## src/rtl/seg_scan_ctrl.sv

```systemverilog
// seg_scan_ctrl
//   Scan controller for an 8-digit common-anode 7-segment display.
//   Display updates arrive over a valid/ready handshake into a shadow buffer.
//   The shadow buffer is copied to the active (displayed) buffer only on the
//   last cycle of digit 7's slot, so a frame never mixes old and new data.
//   Each digit slot starts with a dead band (all anodes off) to suppress
//   ghosting. Every display output comes straight from a flop.
//
// Parameters
//   DIGIT_CYCLES  clocks per digit slot, dead band included (>= DEAD_CYCLES+2)
//   DEAD_CYCLES   clocks at the start of each slot with all anodes off (>= 1)
//
// Ports
//   clk         in   core clock
//   resetn      in   synchronous, active-low reset
//   upd_valid   in   update request
//   upd_ready   out  shadow buffer free
//   upd_digits  in   [31:0] nibble i = hex value of digit i
//   upd_dp      in   [7:0]  bit i = decimal point of digit i lit
//   upd_blank   in   [7:0]  bit i = digit i blanked
//   bright      in   [2:0]  brightness 0..7 (used only with SEG_PWM_EN)
//   seg_n       out  [6:0]  {g,f,e,d,c,b,a}, active low
//   dp_n        out  decimal point, active low
//   an_n        out  [7:0]  anode select, active low, one-hot-low or all high
//   frame_tick  out  1-cycle pulse in the cycle after each commit cycle
//
// Configuration
//   SEG_PWM_EN  when defined, a free-running 3-bit phase gates the anode so
//               the ON duty is (bright+1)/8. When undefined, bright is ignored.

module seg_scan_ctrl #(
    parameter int DIGIT_CYCLES = 16384,
    parameter int DEAD_CYCLES  = 64
) (
    input  logic        clk,
    input  logic        resetn,
    input  logic        upd_valid,
    output logic        upd_ready,
    input  logic [31:0] upd_digits,
    input  logic [7:0]  upd_dp,
    input  logic [7:0]  upd_blank,
    input  logic [2:0]  bright,
    output logic [6:0]  seg_n,
    output logic        dp_n,
    output logic [7:0]  an_n,
    output logic        frame_tick
);

    localparam int              CNT_W     = (DIGIT_CYCLES > 1) ? $clog2(DIGIT_CYCLES) : 1;
    localparam logic [CNT_W-1:0] LAST_CNT  = CNT_W'(DIGIT_CYCLES - 1);
    localparam logic [CNT_W-1:0] DEAD_LAST = CNT_W'(DEAD_CYCLES - 1);

    typedef enum logic {
        ST_DEAD = 1'b0,
        ST_ON   = 1'b1
    } state_t;

    state_t           state;
    state_t           state_nxt;

    logic [CNT_W-1:0] slot_cnt;
    logic [2:0]       digit_idx;
    logic             slot_wrap;
    logic             commit;

    logic [31:0]      shadow_digits;
    logic [7:0]       shadow_dp;
    logic [7:0]       shadow_blank;
    logic [31:0]      active_digits;
    logic [7:0]       active_dp;
    logic [7:0]       active_blank;
    logic             pending;
    logic             pending_nxt;
    logic             xfer;

    logic [7:0]       an_d;
    logic [6:0]       seg_d;
    logic             dp_d;
    logic [3:0]       cur_nib;

    // Hex to segment pattern, bit order {g,f,e,d,c,b,a}, active high.
    function automatic logic [6:0] seg_decode(input logic [3:0] v);
        logic [6:0] s;
        case (v)
            4'h0:    s = 7'h3F;
            4'h1:    s = 7'h06;
            4'h2:    s = 7'h5B;
            4'h3:    s = 7'h4F;
            4'h4:    s = 7'h66;
            4'h5:    s = 7'h6D;
            4'h6:    s = 7'h7D;
            4'h7:    s = 7'h07;
            4'h8:    s = 7'h7F;
            4'h9:    s = 7'h6F;
            4'hA:    s = 7'h77;
            4'hB:    s = 7'h7C;
            4'hC:    s = 7'h39;
            4'hD:    s = 7'h5E;
            4'hE:    s = 7'h79;
            default: s = 7'h71;
        endcase
        return s;
    endfunction

    // ------------------------------------------------------------------
    // Slot counter and digit index
    // ------------------------------------------------------------------
    assign slot_wrap = (slot_cnt == LAST_CNT);
    // Last cycle of digit 7's slot: the only place the active buffer changes.
    assign commit    = slot_wrap && (digit_idx == 3'd7);

    always_ff @(posedge clk) begin
        if (!resetn) begin
            slot_cnt  <= '0;
            digit_idx <= 3'd0;
        end else if (slot_wrap) begin
            slot_cnt  <= '0;
            digit_idx <= digit_idx + 3'd1;
        end else begin
            slot_cnt  <= slot_cnt + 1'b1;
        end
    end

    // ------------------------------------------------------------------
    // Slot FSM: DEAD for counts 0..DEAD_CYCLES-1, ON for the remainder
    // ------------------------------------------------------------------
    always_ff @(posedge clk) begin
        if (!resetn) begin
            state <= ST_DEAD;
        end else begin
            state <= state_nxt;
        end
    end

    always_comb begin
        state_nxt = state;
        case (state)
            ST_DEAD: if (slot_cnt == DEAD_LAST) state_nxt = ST_ON;
            ST_ON:   if (slot_wrap)             state_nxt = ST_DEAD;
            default: state_nxt = ST_DEAD;
        endcase
    end

    // ------------------------------------------------------------------
    // Update handshake and buffers
    //   A transfer happens on a clock edge where upd_valid and upd_ready are
    //   both high. upd_valid may stay high while upd_ready is low; nothing is
    //   taken until upd_ready returns. upd_ready is low exactly while an
    //   update waits in the shadow buffer for the next commit, so at most one
    //   update is ever queued. A commit always copies the shadow as it was
    //   before the edge; an update taken on the commit cycle itself (possible
    //   only when nothing was pending) stays pending for the next frame.
    // ------------------------------------------------------------------
    assign xfer = upd_valid && upd_ready;

    always_comb begin
        pending_nxt = pending;
        if (xfer) begin
            pending_nxt = 1'b1;
        end else if (commit) begin
            pending_nxt = 1'b0;
        end
    end

    always_ff @(posedge clk) begin
        if (!resetn) begin
            shadow_digits <= 32'h0;
            shadow_dp     <= 8'h00;
            shadow_blank  <= 8'hFF;
            active_digits <= 32'h0;
            active_dp     <= 8'h00;
            active_blank  <= 8'hFF;
            pending       <= 1'b0;
            upd_ready     <= 1'b1;
        end else begin
            if (commit && pending) begin
                active_digits <= shadow_digits;
                active_dp     <= shadow_dp;
                active_blank  <= shadow_blank;
            end
            if (xfer) begin
                shadow_digits <= upd_digits;
                shadow_dp     <= upd_dp;
                shadow_blank  <= upd_blank;
            end
            pending   <= pending_nxt;
            upd_ready <= ~pending_nxt;
        end
    end

    // ------------------------------------------------------------------
    // Brightness gating
    // ------------------------------------------------------------------
`ifdef SEG_PWM_EN
    logic [2:0] pwm_phase;

    always_ff @(posedge clk) begin
        if (!resetn) begin
            pwm_phase <= 3'd0;
        end else begin
            pwm_phase <= pwm_phase + 3'd1;
        end
    end
`else
    logic unused_bright;
    assign unused_bright = ^bright;
`endif

    // ------------------------------------------------------------------
    // Output decode (registered below)
    // ------------------------------------------------------------------
    assign cur_nib = active_digits[{digit_idx, 2'b00} +: 4];

    always_comb begin
        an_d  = 8'hFF;
        seg_d = 7'h7F;
        dp_d  = 1'b1;
        if (state == ST_ON && !active_blank[digit_idx]) begin
            an_d  = ~(8'h01 << digit_idx);
            seg_d = ~seg_decode(cur_nib);
            dp_d  = ~active_dp[digit_idx];
`ifdef SEG_PWM_EN
            // Anode on only while phase < bright+1; segments stay valid so
            // the gated digit never shows another digit's pattern.
            if (pwm_phase > bright) begin
                an_d = 8'hFF;
            end
`endif
        end
    end

    always_ff @(posedge clk) begin
        if (!resetn) begin
            an_n       <= 8'hFF;
            seg_n      <= 7'h7F;
            dp_n       <= 1'b1;
            frame_tick <= 1'b0;
        end else begin
            an_n       <= an_d;
            seg_n      <= seg_d;
            dp_n       <= dp_d;
            frame_tick <= commit;
        end
    end

endmodule
```

## config.mk

```make
export PLATFORM = sky130hd
export DESIGN_NAME = seg_scan_ctrl
export DESIGN_NICKNAME = d
export VERILOG_FILES = /design/src/rtl/seg_scan_ctrl.sv
export SDC_FILE = /design/constraint.sdc
export NUM_CORES = 1
export LEC_CHECK = 0
export BUFFER_PORTS_ARGS = -buffer_cell sky130_fd_sc_hd__buf_4
export CAP_MARGIN = 20
export CORE_ASPECT_RATIO = 1.2
export CORE_MARGIN = 2
export CORE_UTILIZATION = 45
export DETAILED_ROUTE_END_ITERATION = 10
export SLEW_MARGIN = 40
export SYNTH_ARGS = -nofsm -noshare
export SYNTH_HDL_FRONTEND = slang
export SYNTH_SLANG_ARGS = --single-unit
```

## constraint.sdc

```tcl
create_clock -name clk -period 2.6 [get_ports clk]
set_clock_uncertainty 0.15 [all_clocks]
set_input_delay 0.52 -clock clk [delete_from_list [all_inputs] [get_ports clk]]
set_output_delay 0.52 -clock clk [all_outputs]
set_load 0.03 [all_outputs]
```

# [Word level (Yosys, flattened, before mapping)]
# Memories as Yosys holds them, arrays and structs flattened.
# Index checks and enable logic that the tools add are counted.
[op_classes] n_eq_ne=3 n_reduce_logical=7 add_sub_neg=2 magnitude_cmp=1 bitwise_logic=6 mux=10 shift=2
[op_table] op="32-bit by 6-bit variable part select with 4-bit output" count=1
[op_table] op="14-bit by 1-bit adder with 14-bit output (second input constant)" count=1
[op_table] op="14-bit == test (second input constant)" count=1
[op_table] op="14-bit by 6-bit == test with 1-bit output (second input constant)" count=1
[op_table] op="8-bit inverter" count=1
[op_table] op="1-bit by 3-bit << shifter with 8-bit output (first input constant)" count=1
[op_table] op="7-bit 2-to-1 mux" count=1
[op_table] op="7-bit inverter" count=1
[op_table] op="1-bit binary-select mux with 3-bit select" count=2
[op_table] op="1-bit 2-to-1 mux" count=6
[op_table] op="1-bit logical AND" count=4
[op_table] op="3-bit by 4-bit less-than comparator with 1-bit output (second input constant)" count=1
[op_table] op="1-bit inverter" count=4
[op_table] op="3-bit by 1-bit adder with 3-bit output (second input constant)" count=1
[op_table] op="3-bit == test (second input constant)" count=1
[op_table] op="1-bit case mux with 2 select lines" count=1
[op_table] op="2-bit AND reduction" count=1
[op_table] op="2-bit OR reduction" count=1
[op_table] op="1-bit logical NOT" count=1
[totals] wordCells=47 output_inout_bits=18 n_memories=1 reg_bits=133 mem_bits_ro=112 inputBits=54
[mem_list] memory="(no name shown)" words=16 width=7 read_ports=1 rd_ports_with_merged_regs=0 write_ports=0 line_no="84" rtl="case (v)"

# [Logic depth before layout (Yosys ltp)]
[logic_depth] word_depth=6 ltp_mapped=10 mapped_depth_nobuf=8

# [Worst setup path before layout]
# OpenSTA, ideal clock, no wires.
[synth_path] path_type="register to register" from="register digit_idx[0]" to="register seg_n[3]" setup_time_ns=0.130 t_required_ns=2.320 path_slack_ns=0.280 arrival_ns=2.040 path_stages_with_launch=10 synth_period_minus_slack_ns=2.320 n_path_buf=2 cell_sequence="dfxtp_1 -> buf_6 -> buf_6 -> mux4_2 -> mux2i_4 -> inv_2 -> ha_1 -> nand3b_1 -> o211ai_1 -> o211ai_1"
[synth_via] elab_chain_cells=5 word_cells_on_any_way=9 cone_classes="shift: 1; mux: 3; bitwise: 1; reduce/logical: 3; memory: 1"
[synth_rtl] item="start, declared" line_no="62" rtl="logic [2:0] digit_idx;"
[synth_rtl] item="start signal, assigned" line_no="118" rtl="digit_idx <= digit_idx + 3'd1;"
[synth_rtl] item="parallel branches: the longest is 5 deep, another holds memory read 16 x 7 bit"
[synth_rtl] item="end signal, assigned" line_no="240" rtl="seg_n <= seg_d;"
[synth_rtl] item="end, declared" line_no="43" rtl="output logic [6:0] seg_n,"
# Several ways; the timed one is not identified. The select of a mux whose other input is x is not followed.
# A chain may end at the register's enable or synchronous reset.

# [Worst setup path in the final report]
# Ends and elaborated chain as after synthesis.

==> impl_metrics.csv <==
group,metric,value,unit
status,status,"complete, no violations",
power_and_ir_drop,intPower,3690,uW
critical_path,required,2.72,ns
clock_network,clockRootBuffer,"clkbuf_16",
grt,grt_overflow,0,
logic_synthesis,synth_edf_count,0,
critical_path,rrSetupSlack,0.19,ns
detailed_routing,antenna_left,0,
critical_path,critPathKind,"reg2reg",
critical_path,r2r_start,"digit_idx[0]$_SDFFE_PN0N_",
clock_network,cts_resized,0,
floorplanning,die-width,104,um
power_and_ir_drop,seq_power_share,0.452,
sta,totalNegativeSetupSlack,0,ns
grt,grt_max_degree,69,
logic_synthesis,synth.avg_cell_area,8.74,um^2
clock_network,h-tree-depth,4,
power_and_ir_drop,leakage,0.00283,uW
critical_path,crit_slowest_cell,"mux4_2",
logic_synthesis,synth-seq-cells,133,
logic_synthesis,yosys.area.top_type,"dfxtp_1",
critical_path,worst_setup_path_end_kind,"flip-flop",
floorplanning,fp.dieH,124,um
critical_path,start_kind,"flip-flop",
run,drv_cap,0,
detailed_routing,drt_iter0_markers,194,
sta,worstMarginPinSlew,0.674,ns
layout,final_area,0.00668,mm^2
power_and_ir_drop,p_sw,1010,uW
placement,dp_hpwl,7390,um
sta,finalSetupViolations,0,
critical_path,critPathBufInv,2,
layout,num_antenna_cells,0,
logic_synthesis,yosysMostFrequentCell,"nand2_1",
layout,drive_gt1_frac,0.191,
critical_path,crit_fanout,17,
floorplanning,fp-row-count,44,
sta,hold_viol_final,0,
critical_path,cpMostUsedCell,"o211ai_1",
power_and_ir_drop,clockPowerShare,0.502,
power_and_ir_drop,combPwrFrac,0.047,
layout,syn2layout_area_growth,22.6,%
sta,slew_viol_final,0,
grt,grt.total_usage,0.183,
sta,period_share,0.927,
sta,max_clock_freq,0.415,GHz
placement,place.gp.congestion,0.771,
detailed_routing,drc_errors,0,
min_path,hp-start,"upd_blank[4]",
detailed_routing,routedWlPerCell,13.2,um
placement,placement.io_buffers,68,
grt,grt_antenna_before_repair,0,
grt,grt_pass1_vias,4114,
power_and_ir_drop,swShare,0.215,
logic_synthesis,syn_inst,623,
sta,hold_slack,0.166,ns
floorplanning,num_io_pins,72,
min_path,hp-class,"in2reg",
clock_network,max-clock-path-buffers,2,
sta,slew_headroom,0.549,
critical_path,r2r-end,"seg_n[3]$_SDFF_PN1_",
layout,fin_nets,744,
detailed_routing,totalWireLength,11200,um
logic_synthesis,synth_cell_type_count,40,
floorplanning,start_util,0.456,
floorplanning,core,0.0119,mm^2
sta,min_period,2.41,ns
detailed_routing,vias,4309,
power_and_ir_drop,ir_worst_vdd,0.403,mV
min_path,min_path_cells,3,
clock_network,worstSkewPairLatency,0.41,ns
logic_synthesis,synth_top_area_frac,0.489,
critical_path,rr_worst_depth,9,
detailed_routing,avgViaCountPerCell,5.06,
power_and_ir_drop,power_density,705,mW/mm^2
clock_network,cts.sinks,133,
clock_network,cts_tree,"yes",
sta,rsz0062_at_grt,"no",
placement,place_area,0.00608,mm^2
floorplanning,dieArea,0.0130,mm^2
critical_path,crit_chain,"buf_12, mux4_2, nand2_1, and2_1, inv_1, ha_1, nand3b_1, o211ai_1, o211ai_1",
logic_synthesis,synth_flop_cell,"dfxtp_1",
logic_synthesis,syn-num-nets,690,
logic_synthesis,async_reset_ff_frac,0,
clock_network,cts_hold_buf,0,
detailed_routing,dr.pass1.iters,5,
min_path,hold_end,"shadow_blank[4]$_SDFFE_PN1P_",
logic_synthesis,synth_area,0.00544,mm^2
clock_network,numCtsBuffers,17,
grt,grt_pass1_wl,19300,um
logic_synthesis,ys_seq_area_frac,0.489,
critical_path,path_delay_family,"multiplexers",
clock_network,cts_setup_buffers,0,
logic_synthesis,yosysWarningCount,0,
critical_path,cp_slowest_stage_delay,0.51,ns
clock_network,clk_pin_slew,0.06,ns
logic_synthesis,synth_area_leaders,"dfxtp_1, nand2_1, nand3_1, a21boi_0, mux4_2",
logic_synthesis,netlist_top_cells_count,"nand2_1, dfxtp_1, nand3_1",
critical_path,arrival,2.53,ns
[cells by family after synthesis]
kind of cell,count (synthesis),synth area share
AO/OA/AOI/OAI,61,0.0864
multiplexers,20,0.0625
flip-flops,133,0.489
adder cells (fa/ha/maj),13,0.0299
AND/OR/NAND/NOR,329,0.268
buffers and inverters,54,0.0430
XOR/XNOR,13,0.0209
[power groups by stage]
stage               Combinational (uW)  Sequential (uW)  Clock, uW
CTS                                225             2120       2410
finish                             220             2120       2360
floorplan                          126             2160          0
global placement                   220             2170          0
global route                       250             2130       2490
detailed placement                 224             2170          0
[registers in the layout (all words and copies together) (netlist names), 3 cells and up]
| name | cells |
|---|---|
| active_digits | 32 |
| shadow_digits | 32 |
| slot_cnt | 14 |
| active_blank | 8 |
| active_dp | 8 |
| an_n | 8 |
| shadow_blank | 8 |
| shadow_dp | 8 |
| seg_n | 7 |
| digit_idx | 3 |
[per-layer routing]
metal  track usage  wire [um]  vias to the layer above
li1              -          -                     2213
met1         0.224       5160                     1990
met2         0.308       5490                       89
met3        0.0440        391                       17
met4        0.0747        187                        0
met5             0          0                        -
[layout by cell type, fill, tap and decap left out, types with 8 or more instances in the layout]
cell       count
a21boi_0      41
buf_4         77
clkbuf_16     17
dfxtp_1      132
ha_1          13
mux4_2        10
nand2_1      174
nand3_1      111
nor2_1        15
xor2_1         8
[area by class of cell]
class / count / area, um^2
multi-input combinational: 436 / 2550
sequential: 133 / 2660
clock buffer: 18 / 429
timing repair buffer: 80 / 638
inverter: 9 / 33.8
tap: 161 / 201
clock inverter: 14 / 161
fill: 1123 / 5270
[how the worst max path moves through the flow]
stage	slack, ns	depth (start not counted)	from	to
3_5_place_dp	0.16	8	digit_idx[1]$_SDFFE_PN0N_	seg_n[3]$_SDFF_PN1_
2_1_floorplan	0.28	9	digit_idx[0]$_SDFFE_PN0N_	seg_n[3]$_SDFF_PN1_
5_1_grt	0.06	9	digit_idx[0]$_SDFFE_PN0N_	seg_n[3]$_SDFF_PN1_
6_report	0.19	9	digit_idx[0]$_SDFFE_PN0N_	seg_n[3]$_SDFF_PN1_
3_3_place_gp	0.19	8	digit_idx[1]$_SDFFE_PN0N_	seg_n[3]$_SDFF_PN1_
4_1_cts	0.15	8	digit_idx[1]$_SDFFE_PN0N_	seg_n[3]$_SDFF_PN1_
[worst min-delay path, cell delays in order]
cell	delay [ns]
buf_4	0.08
nand2_1	0.04
nand3_1	0.06
[metrics by stage]
stage	util	setup slack, ns	cells	power (uW)
2_1_floorplan	-	0.280	623	2290
3_3_place_gp	0.509	0.191	819	2390
3_5_place_dp	0.509	0.157	819	2390
4_1_cts	0.559	0.150	851	4760
5_1_grt	0.559	0.0554	851	4870
6_report	0.559	0.190	851	4700
Note: power is estimated with default switching activity, not from simulation.
